## src/rtl/seq_det_pkg.sv

```systemverilog
// Shared constants and the elaboration-time KMP next-state table builder
// used by the parametrised serial-pattern detector.
package seq_det_pkg;

  localparam int PAT_LEN_MAX = 16;
  localparam int PAT_LEN_MIN = 2;
  localparam int TAB_ST_W    = 5;

  typedef logic [TAB_ST_W-1:0] tab_state_t;
  typedef logic [PAT_LEN_MAX:0][1:0][TAB_ST_W-1:0] next_tab_t;

  // Bit at position pos of the pattern, counted from the first bit received.
  function automatic logic pat_bit(logic [PAT_LEN_MAX-1:0] pattern, int pat_len, int pos);
    logic [3:0] idx;
    idx = 4'(pat_len - 1 - pos);
    return pattern[idx];
  endfunction

  function automatic next_tab_t build_next_table(int pat_len,
                                                 logic [PAT_LEN_MAX-1:0] pattern,
                                                 bit overlap);
    next_tab_t  tab;
    int         base;
    int         seq_len;
    int         best;
    int         m;
    bit         hit;
    logic       sbit;
    logic [4:0] ki;
    logic       bi;
    tab = '0;
    for (int k = 0; k <= PAT_LEN_MAX; k++) begin
      for (int b = 0; b < 2; b++) begin
        if (k <= pat_len) begin
          // The full-match state restarts from scratch when overlap is off.
          base    = (k == pat_len && !overlap) ? 0 : k;
          seq_len = base + 1;
          best    = 0;
          for (int j = 1; j <= PAT_LEN_MAX; j++) begin
            if (j <= seq_len && j <= pat_len) begin
              hit = 1'b1;
              for (int i = 0; i < PAT_LEN_MAX; i++) begin
                if (i < j) begin
                  m    = seq_len - j + i;
                  sbit = (m < base) ? pat_bit(pattern, pat_len, m) : b[0];
                  if (pat_bit(pattern, pat_len, i) != sbit) hit = 1'b0;
                end
              end
              if (hit) best = j;
            end
          end
          ki = 5'(k);
          bi = b[0];
          tab[ki][bi] = tab_state_t'(best);
        end
      end
    end
    return tab;
  endfunction

endpackage

```

## src/rtl/seq_det_next_state.sv

```systemverilog
// Combinational next-state lookup; the table is fixed at elaboration from
// the pattern parameters.
module seq_det_next_state
  import seq_det_pkg::*;
#(
  parameter int                     PAT_LEN  = 5,
  parameter logic [PAT_LEN_MAX-1:0] PAT_BITS = 16'b11011,
  parameter bit                     OVERLAP  = 1'b1
) (
  input  logic [$clog2(PAT_LEN+1)-1:0] state,
  input  logic                         in,
  output logic [$clog2(PAT_LEN+1)-1:0] next_state
);

  localparam int        ST_W     = $clog2(PAT_LEN + 1);
  localparam next_tab_t NEXT_TAB = build_next_table(PAT_LEN, PAT_BITS, OVERLAP);

  logic [TAB_ST_W-1:0] row;

  always_comb begin
    row        = TAB_ST_W'(state);
    next_state = ST_W'(NEXT_TAB[row][in]);
  end

endmodule

```

## src/rtl/seq_detector_param.sv

```systemverilog
// Parametrised Moore serial-pattern detector with enable, synchronous clear
// and a saturating match counter.
module seq_detector_param
  import seq_det_pkg::*;
#(
  parameter int PAT_LEN = 5,
  parameter     PATTERN = 5'b11011,
  parameter bit OVERLAP = 1'b1,
  parameter int CNT_W   = 8
) (
  input  logic                         clk,
  input  logic                         rst,
  input  logic                         in,
  input  logic                         en,
  input  logic                         clear,
  output logic                         out,
  output logic [CNT_W-1:0]             match_cnt,
  output logic [$clog2(PAT_LEN+1)-1:0] progress
);

  localparam int               ST_W    = $clog2(PAT_LEN + 1);
  localparam logic [ST_W-1:0]  FULL    = ST_W'(PAT_LEN);
  localparam logic [CNT_W-1:0] CNT_MAX = '1;

  if (PAT_LEN < PAT_LEN_MIN || PAT_LEN > PAT_LEN_MAX) begin : g_bad_len
    $error("seq_detector_param: PAT_LEN %0d outside %0d..%0d", PAT_LEN, PAT_LEN_MIN, PAT_LEN_MAX);
  end
  if ($bits(PATTERN) > PAT_LEN) begin : g_bad_pat
    $error("seq_detector_param: PATTERN is %0d bits, wider than PAT_LEN %0d", $bits(PATTERN), PAT_LEN);
  end

  logic [ST_W-1:0]  state_q, state_d;
  logic [ST_W-1:0]  next_state;
  logic             out_q, out_d;
  logic [CNT_W-1:0] cnt_q, cnt_d;

  seq_det_next_state #(
    .PAT_LEN  (PAT_LEN),
    .PAT_BITS (16'(PATTERN)),
    .OVERLAP  (OVERLAP)
  ) u_next_state (
    .state      (state_q),
    .in         (in),
    .next_state (next_state)
  );

  // Every enabled edge that lands in the full state is a new detection,
  // including re-entry from the full state itself.
  always_comb begin
    state_d = state_q;
    out_d   = out_q;
    cnt_d   = cnt_q;
    if (clear) begin
      state_d = '0;
      out_d   = 1'b0;
      cnt_d   = '0;
    end else if (en) begin
      state_d = next_state;
      out_d   = (next_state == FULL);
      if (next_state == FULL && cnt_q != CNT_MAX) cnt_d = cnt_q + CNT_W'(1);
    end
  end

  always_ff @(posedge clk or posedge rst) begin
    if (rst) begin
      state_q <= '0;
      out_q   <= 1'b0;
      cnt_q   <= '0;
    end else begin
      state_q <= state_d;
      out_q   <= out_d;
      cnt_q   <= cnt_d;
    end
  end

  assign out       = out_q;
  assign match_cnt = cnt_q;
  assign progress  = state_q;

endmodule

```

## config.mk

```make
export PLATFORM = sky130hd
export DESIGN_NAME = seq_detector_param
export DESIGN_NICKNAME = d
export VERILOG_FILES = /design/src/rtl/seq_det_pkg.sv /design/src/rtl/seq_det_next_state.sv /design/src/rtl/seq_detector_param.sv
export SDC_FILE = /design/constraint.sdc
export NUM_CORES = 1
export LEC_CHECK = 0
export BUFFER_PORTS_ARGS = -buffer_cell sky130_fd_sc_hd__clkbuf_2
export CELL_PAD_IN_SITES_DETAIL_PLACEMENT = 0
export CELL_PAD_IN_SITES_GLOBAL_PLACEMENT = 1
export CORE_MARGIN = 2
export CORE_UTILIZATION = 38
export DETAILED_ROUTE_END_ITERATION = 12
export HOLD_SLACK_MARGIN = 0.15
export PLACE_DENSITY = 0.78
export SYNTH_ARGS = -nofsm -noshare
export SYNTH_HDL_FRONTEND = slang
export SYNTH_SLANG_ARGS = --single-unit
```

## constraint.sdc

```tcl
create_clock -name clk -period 2.3 [get_ports clk]
set_input_delay 0.345 -clock clk [delete_from_list [all_inputs] [get_ports clk]]
set_output_delay 0.345 -clock clk [all_outputs]
set_load 0.01 [all_outputs]
```

==> metrics.csv, run 1 <==
metric,value,unit
start_util,41.3,%
gp_congestion,0.796,
syn_area,729,um2
worstMarginPinSlew,0.472,ns
final_cell_mix,"clkbuf_2 (16), dfrtp_1 (12), nor2_1 (6), a21oi_1 (6)",
routedWlPerCell,12.1,um
num_antenna_cells,0,
r2r_slack,0.19,ns
final_nets,104,
finalCritPeriodShare,91.6,%
r2r_cells,6,
cts.clk_slew.worst_paths,0.07,ns
globalRouteTotalUtil,14.2,%
cp-startpoint,progress[0]$_DFFE_PP0P_,
fmax,0.475,GHz
ant_nets,0,
fin_skew,0.00204,ns
drt_iter0_markers,8,
core,1760,um2
grt_antenna_before_repair,0,
cap_violations,0,
grt_max_degree,15,
crit_type,reg2reg,
power.density,460,nW/um2
syn-num-nets,85,
cts_buffers,3,
cts-root-buf,clkbuf_4,
drt-met1-wl,745,um
status,finished clean,
vias,595,
topRoutingLayerUsed,met4,
die_area,2290,um2
synth.area.top_cells,"dfrtp_1 (41%), ha_1 (8.6%), mux2i_1 (5.5%)",
final_hold_viol_count,0,
start_kind,flip-flop,
drv_slew,0,
grt_pass1_wl,2.21,mm
cts_buffer_depth,2,
cp-end-kind,flip-flop,
synth_cell_types,28,
rows,15,
seq_area_frac_synth,41.2,%
cp-endpoint,match_cnt[5]$_DFFE_PP0P_,
seq_area,300,um2
yosys_warnings,0,
remaining_drc_errors,0,
ys_seq_elements,12,
crit_path_max_fanout,14,
fin_crit,2.11,ns
io_pins,17,
rsz0062_at_grt,no,
grt-ovfl-total,0,
synth.avg_cell_area,9.73,um2
viasPerCell,5.09,
drive_gt1_share,23.9,%
grt_pass1_vias,510,
setup_viol,0,
hp-class,in2reg,
crit_required,2.50,ns
clock_sinks,12,
cts-resized-gates,0,
fin_setup_tns,0,ns
reg2reg_to,match_cnt[5]$_DFFE_PP0P_,
insertion_delay,0.27,ns
async_reset_ff_share,100,%
dp_hpwl,1.05,mm
final_common_cell,clkbuf_2,
dr_wl_met2,594,um
synth_top_flop_cell,dfrtp_1,
vdd.ir_drop.worst,262,uV
holdWs,0.395,ns
die_h,47.8,um
synthCells,75,
slew_headroom,68.5,%
firstDrtPassIters,4,
synth_top_area_share,41.2,%
routed_wl,1.42,mm
crit-reg2reg-launch,progress[0]$_DFFE_PP0P_,
leakage,0.396,nW
crit_arrival,2.30,ns
nFillCells,180,
die_w,47.8,um
cts_max_level,1,
cts_tree,built,
yosysTopAreaCell,dfrtp_1,
multiInputGateArea,392,um2
synth_edf_count,0,
io_buffers,16,
dr_wl_met3,57,um
area_delta_synth_final,17.2,%
-- power by group --
part / switching, W / internal [W] / leakage, nW
clock: 0.0000680 / 0.0000606 / 0.0138
combinational: 0.0000271 / 0.0000205 / 0.216
sequential: 0.00000330 / 0.000213 / 0.167
total: 0.0000984 / 0.000294 / 0.396
-- cells in the mapped netlist (3+ instances only) --
library cell / instances
mux2i_1: 4
nand2_1: 5
inv_1: 5
ha_1: 5
dfrtp_1: 12
or3_1: 3
a21oi_1: 6
o21ai_0: 3
nor2_1: 6
-- sequential cells by signal, summed over array words and instances, names as in the netlist --
name / flops
match_cnt: 8
out: 1
progress: 3
-- through the flow --
stage	power [W]	area [um2]	utilization (%)	std cells	setup WS [ns]
after floorplan	0.000254	729	-	75	0.415
after global placement	0.000268	822	46.6	113	0.246
after detailed placement	0.000268	822	46.6	113	0.201
after CTS	0.000397	855	48.4	117	0.184
after global routing	0.000414	855	48.4	117	0.0442
final	0.000393	855	48.4	117	0.194
-- worst min path at each step --
stage	start	end	slack [ns]	cells past startpoint
floorplan	rst	match_cnt[0]$_DFFE_PP0P_	0.21	1
global placement	rst	out$_DFFE_PP0P_	0.35	2
detailed placement	rst	progress[2]$_DFFE_PP0P_	0.37	2
CTS	clear	match_cnt[5]$_DFFE_PP0P_	0.40	2
global route	clear	match_cnt[2]$_DFFE_PP0P_	0.41	2
finish	clear	match_cnt[5]$_DFFE_PP0P_	0.40	2
-- timing repair --
action | 4_1_cts | 5_1_grt
hold buffers | 1 | 0
endpoints found under the hold margin | 12 | 0
buffers inserted | 0 | 0
-- per-layer routing --
layer / vias to the layer above / global-route usage [%]
li1: 310 / -
met1: 265 / 20.2
met2: 16 / 19.5
met3: 4 / 3.40
met4: 0 / 8.11
met5: - / 0
-- worst max-delay path: stages (launching register included) --
cell	delay (ns)
dfrtp_1	0.41
inv_1	0.09
ha_1	0.34
o31ai_4	0.27
nand3_2	0.25
or4_1	0.53
a21oi_1	0.15
-- cell families after synthesis --
group	after synthesis	share of synthesized area (%)
adders and majority gates	5	8.58
DFF	12	41.2
muxes	4	5.49
buffers and inverters	8	5.14
xor gates and xnor gates	1	1.20
AOI/OAI and AO/OA	18	18.0
and+or+nand+nor	27	20.4
-- final cells by class --
type / count / share of cell area, %
Clock buffer: 3 / 2.64
Tap cell: 25 / 3.66
Timing Repair Buffer: 17 / 10.5
Inverter: 5 / 2.20
Multi-Input combinational cell: 55 / 45.8
Sequential cell: 12 / 35.1
No activity file was read; power rests on OpenSTA's default activity.
==> run 2: changes to the inputs <==
CORE_UTILIZATION = 39   (was 38)
PLACE_DENSITY = 0.79   (was 0.78)
SYNTH_HIERARCHICAL = 1   (was unset)
==> run 2 against run 1 <==
- via count grew 0.34%
- core utilization grew 1.3 points
- synthesized cell count is the same
- cell area grew 2.6%
==> metrics.csv, run 2 <==
metric,value,unit
fin_crit,2.12,ns
power.density,425,nW/um2
fin_skew,0.000204,ns
path_cells,inv_1 > ha_1 > mux2i_1 > o21ai_1 > and4b_4 > o21ai_2 > or4_1 > o21ai_1,
yosysTopAreaCell,dfrtp_1,
worst_path_most_repeated_cell,o21ai_1,
grt_pass1_wl,2.31,mm
vdd.ir_drop.worst,334,uV
routedWlPerCell,11.8,um
postLayoutCellArea,877,um2
cts-resized-gates,0,
drive_gt1_share,24.7,%
place_area,845,um2
crit_required,2.50,ns
r2r_cells,8,
cp-startpoint,progress[0]$_DFFE_PP0P_,
finalCritPeriodShare,92.1,%
async_reset_ff_share,100,%
dr_wl_met3,84,um
io_buffers,16,
synth_common_cells,"dfrtp_1 (12), nor2_1 (11), mux2i_1 (9)",
grt_pass1_vias,524,
die_h,47.7,um
final_hold_viol_count,0,
hp-class,in2reg,
worstMarginPinSlew,0.465,ns
synth_top_area_share,40.3,%
final_cell_mix,"clkbuf_2 (16), dfrtp_1 (12), nor2_1 (11)",
cp-end-kind,flip-flop,
fin_setup_tns,0,ns
die_w,47.7,um
core,1760,um2
die_area,2270,um2
io_pins,17,
firstDrtPassIters,4,
drt_iter0_markers,9,
area_delta_synth_final,17.8,%
slowest_delay,0.47,ns
synth_top_flop_cell,dfrtp_1,
vias,597,
crit-reg2reg-launch,progress[0]$_DFFE_PP0P_,
synthCells,75,
post-synth-top-count-cell,dfrtp_1,
synth.area.top_cells,"dfrtp_1 (40%), mux2i_1 (12%), ha_1 (10%)",
cts-root-buf,clkbuf_4,
routed_wl,1.40,mm
insertion_delay,0.26,ns
gp_congestion,0.775,
synth_edf_count,0,
drt-met1-wl,688,um
grt_antenna_before_repair,0,
drv_slew,0,
syn_area,744,um2
rsz0062_at_grt,no,
crit_arrival,2.31,ns
leakage,0.432,nW
final_nets,106,
grt-ovfl-total,0,
nFillCells,191,
cp-endpoint,match_cnt[5]$_DFFE_PP0P_,
final_common_cell,clkbuf_2,
cts_buffers,3,
remaining_drc_errors,0,
start_kind,flip-flop,
cap_violations,0,
start_util,42.2,%
largest_register_ffs,8,
clock_sinks,12,
cts_buffer_depth,2,
synth.avg_cell_area,9.93,um2
grt_max_degree,14,
crit_path_max_fanout,5,
syn-num-nets,86,
topRoutingLayerUsed,met4,
ant_nets,0,
ys_seq_elements,12,
cts_max_level,1,
synth_cell_types,27,
slew_headroom,69.0,%
viasPerCell,5.06,
reg2reg_to,match_cnt[5]$_DFFE_PP0P_,
globalRouteTotalUtil,15.0,%
num_antenna_cells,0,
yosys_warnings,6,
seq_area_frac_synth,40.3,%
r2r_slack,0.18,ns
dp_hpwl,1.10,mm
cts_tree,built,
status,finished clean,
cts-hold-fix-buffers,1,
post_cts_buffers,0,
setup_viol,0,
fmax,0.472,GHz
crit_type,reg2reg,
dr_wl_met2,610,um
slowest_stage,or4_1,
cts.clk_slew.worst_paths,0.07,ns
rows,15,
run 2: changes by cell type after synthesis, sizes merged, moves of 2 or more:
cell    change
nor2        +5
mux2i       +5
nand2b      +2
o31ai       -3
a22o        -2
nand2       -2
or3         -2
nor3        -2
a21oi       -3
o21ai       +3
run 2: worst min-delay path by stage:
| stage | from | to | slack (ns) | cells past startpoint |
|---|---|---|---|---|
| after floorplan | rst | match_cnt[0]$_DFFE_PP0P_ | 0.21 | 1 |
| after global placement | rst | progress[1]$_DFFE_PP0P_ | 0.37 | 2 |
| after detailed placement | rst | match_cnt[1]$_DFFE_PP0P_ | 0.38 | 2 |
| after CTS | clear | out$_DFFE_PP0P_ | 0.41 | 2 |
| after global routing | clear | match_cnt[4]$_DFFE_PP0P_ | 0.43 | 2 |
| final | clear | match_cnt[4]$_DFFE_PP0P_ | 0.42 | 2 |
run 2: cell families (layout without fill, tap and decap cells):
kind of cell / after synthesis / after routing / share of synthesized area (%)
AO/OA/AOI/OAI: 11 / 11 / 8.91
XOR/XNOR: 2 / 2 / 2.35
adder cells (fa/ha/maj): 6 / 6 / 10.1
buffers and inverters: 6 / 24 / 3.53
flip-flops: 12 / 12 / 40.3
multiplexers: 9 / 9 / 12.1
AND/OR/NAND/NOR: 29 / 29 / 22.7
run 2: stage by stage:
step | util [%] | worst slack [ns] | power, W | hold slack, ns | instances
floorplan | - | 0.243 | 0.000243 | 0.210 | 75
global placement | 47.9 | 0.246 | 0.000253 | 0.366 | 114
detailed placement | 47.9 | 0.183 | 0.000253 | 0.376 | 114
CTS | 49.7 | 0.170 | 0.000380 | 0.411 | 118
global route | 49.7 | 0.0395 | 0.000397 | 0.434 | 118
finish | 49.7 | 0.182 | 0.000373 | 0.421 | 118
run 2: area by class of cell:
cell class	instances	area (um2)	area share, %
inverter	4	15.0	1.71
clock buffer	3	22.5	2.57
multi-input combinational	57	418	47.6
timing repair buffer	17	90.1	10.3
sequential	12	300	34.2
tap	25	31.3	3.57
run 2: where the power goes:
group	leakage, nW	switching [W]	total (W)	internal (W)
registers	0.167	0.00000234	0.000215	0.000213
logic	0.252	0.0000205	0.0000342	0.0000137
clock network	0.0138	0.0000629	0.000123	0.0000605
run 2: critical path: cells and delay by family, from the launching register on:
kind                     cells  cell delay (ns)
flip-flops                   1             0.41
multiplexers                 1             0.14
buffers and inverters        1             0.10
AO/OA/AOI/OAI                3             0.26
AND/OR/NAND/NOR              2             0.84
adder cells (fa/ha/maj)      1             0.29
run 2: per-layer routing:
metal | vias to the layer above | global-route usage (%)
li1 | 302 | -
met2 | 17 | 20.5
met1 | 276 | 20.9
met4 | 0 | 4.86
met5 | - | 0
met3 | 2 | 6.79
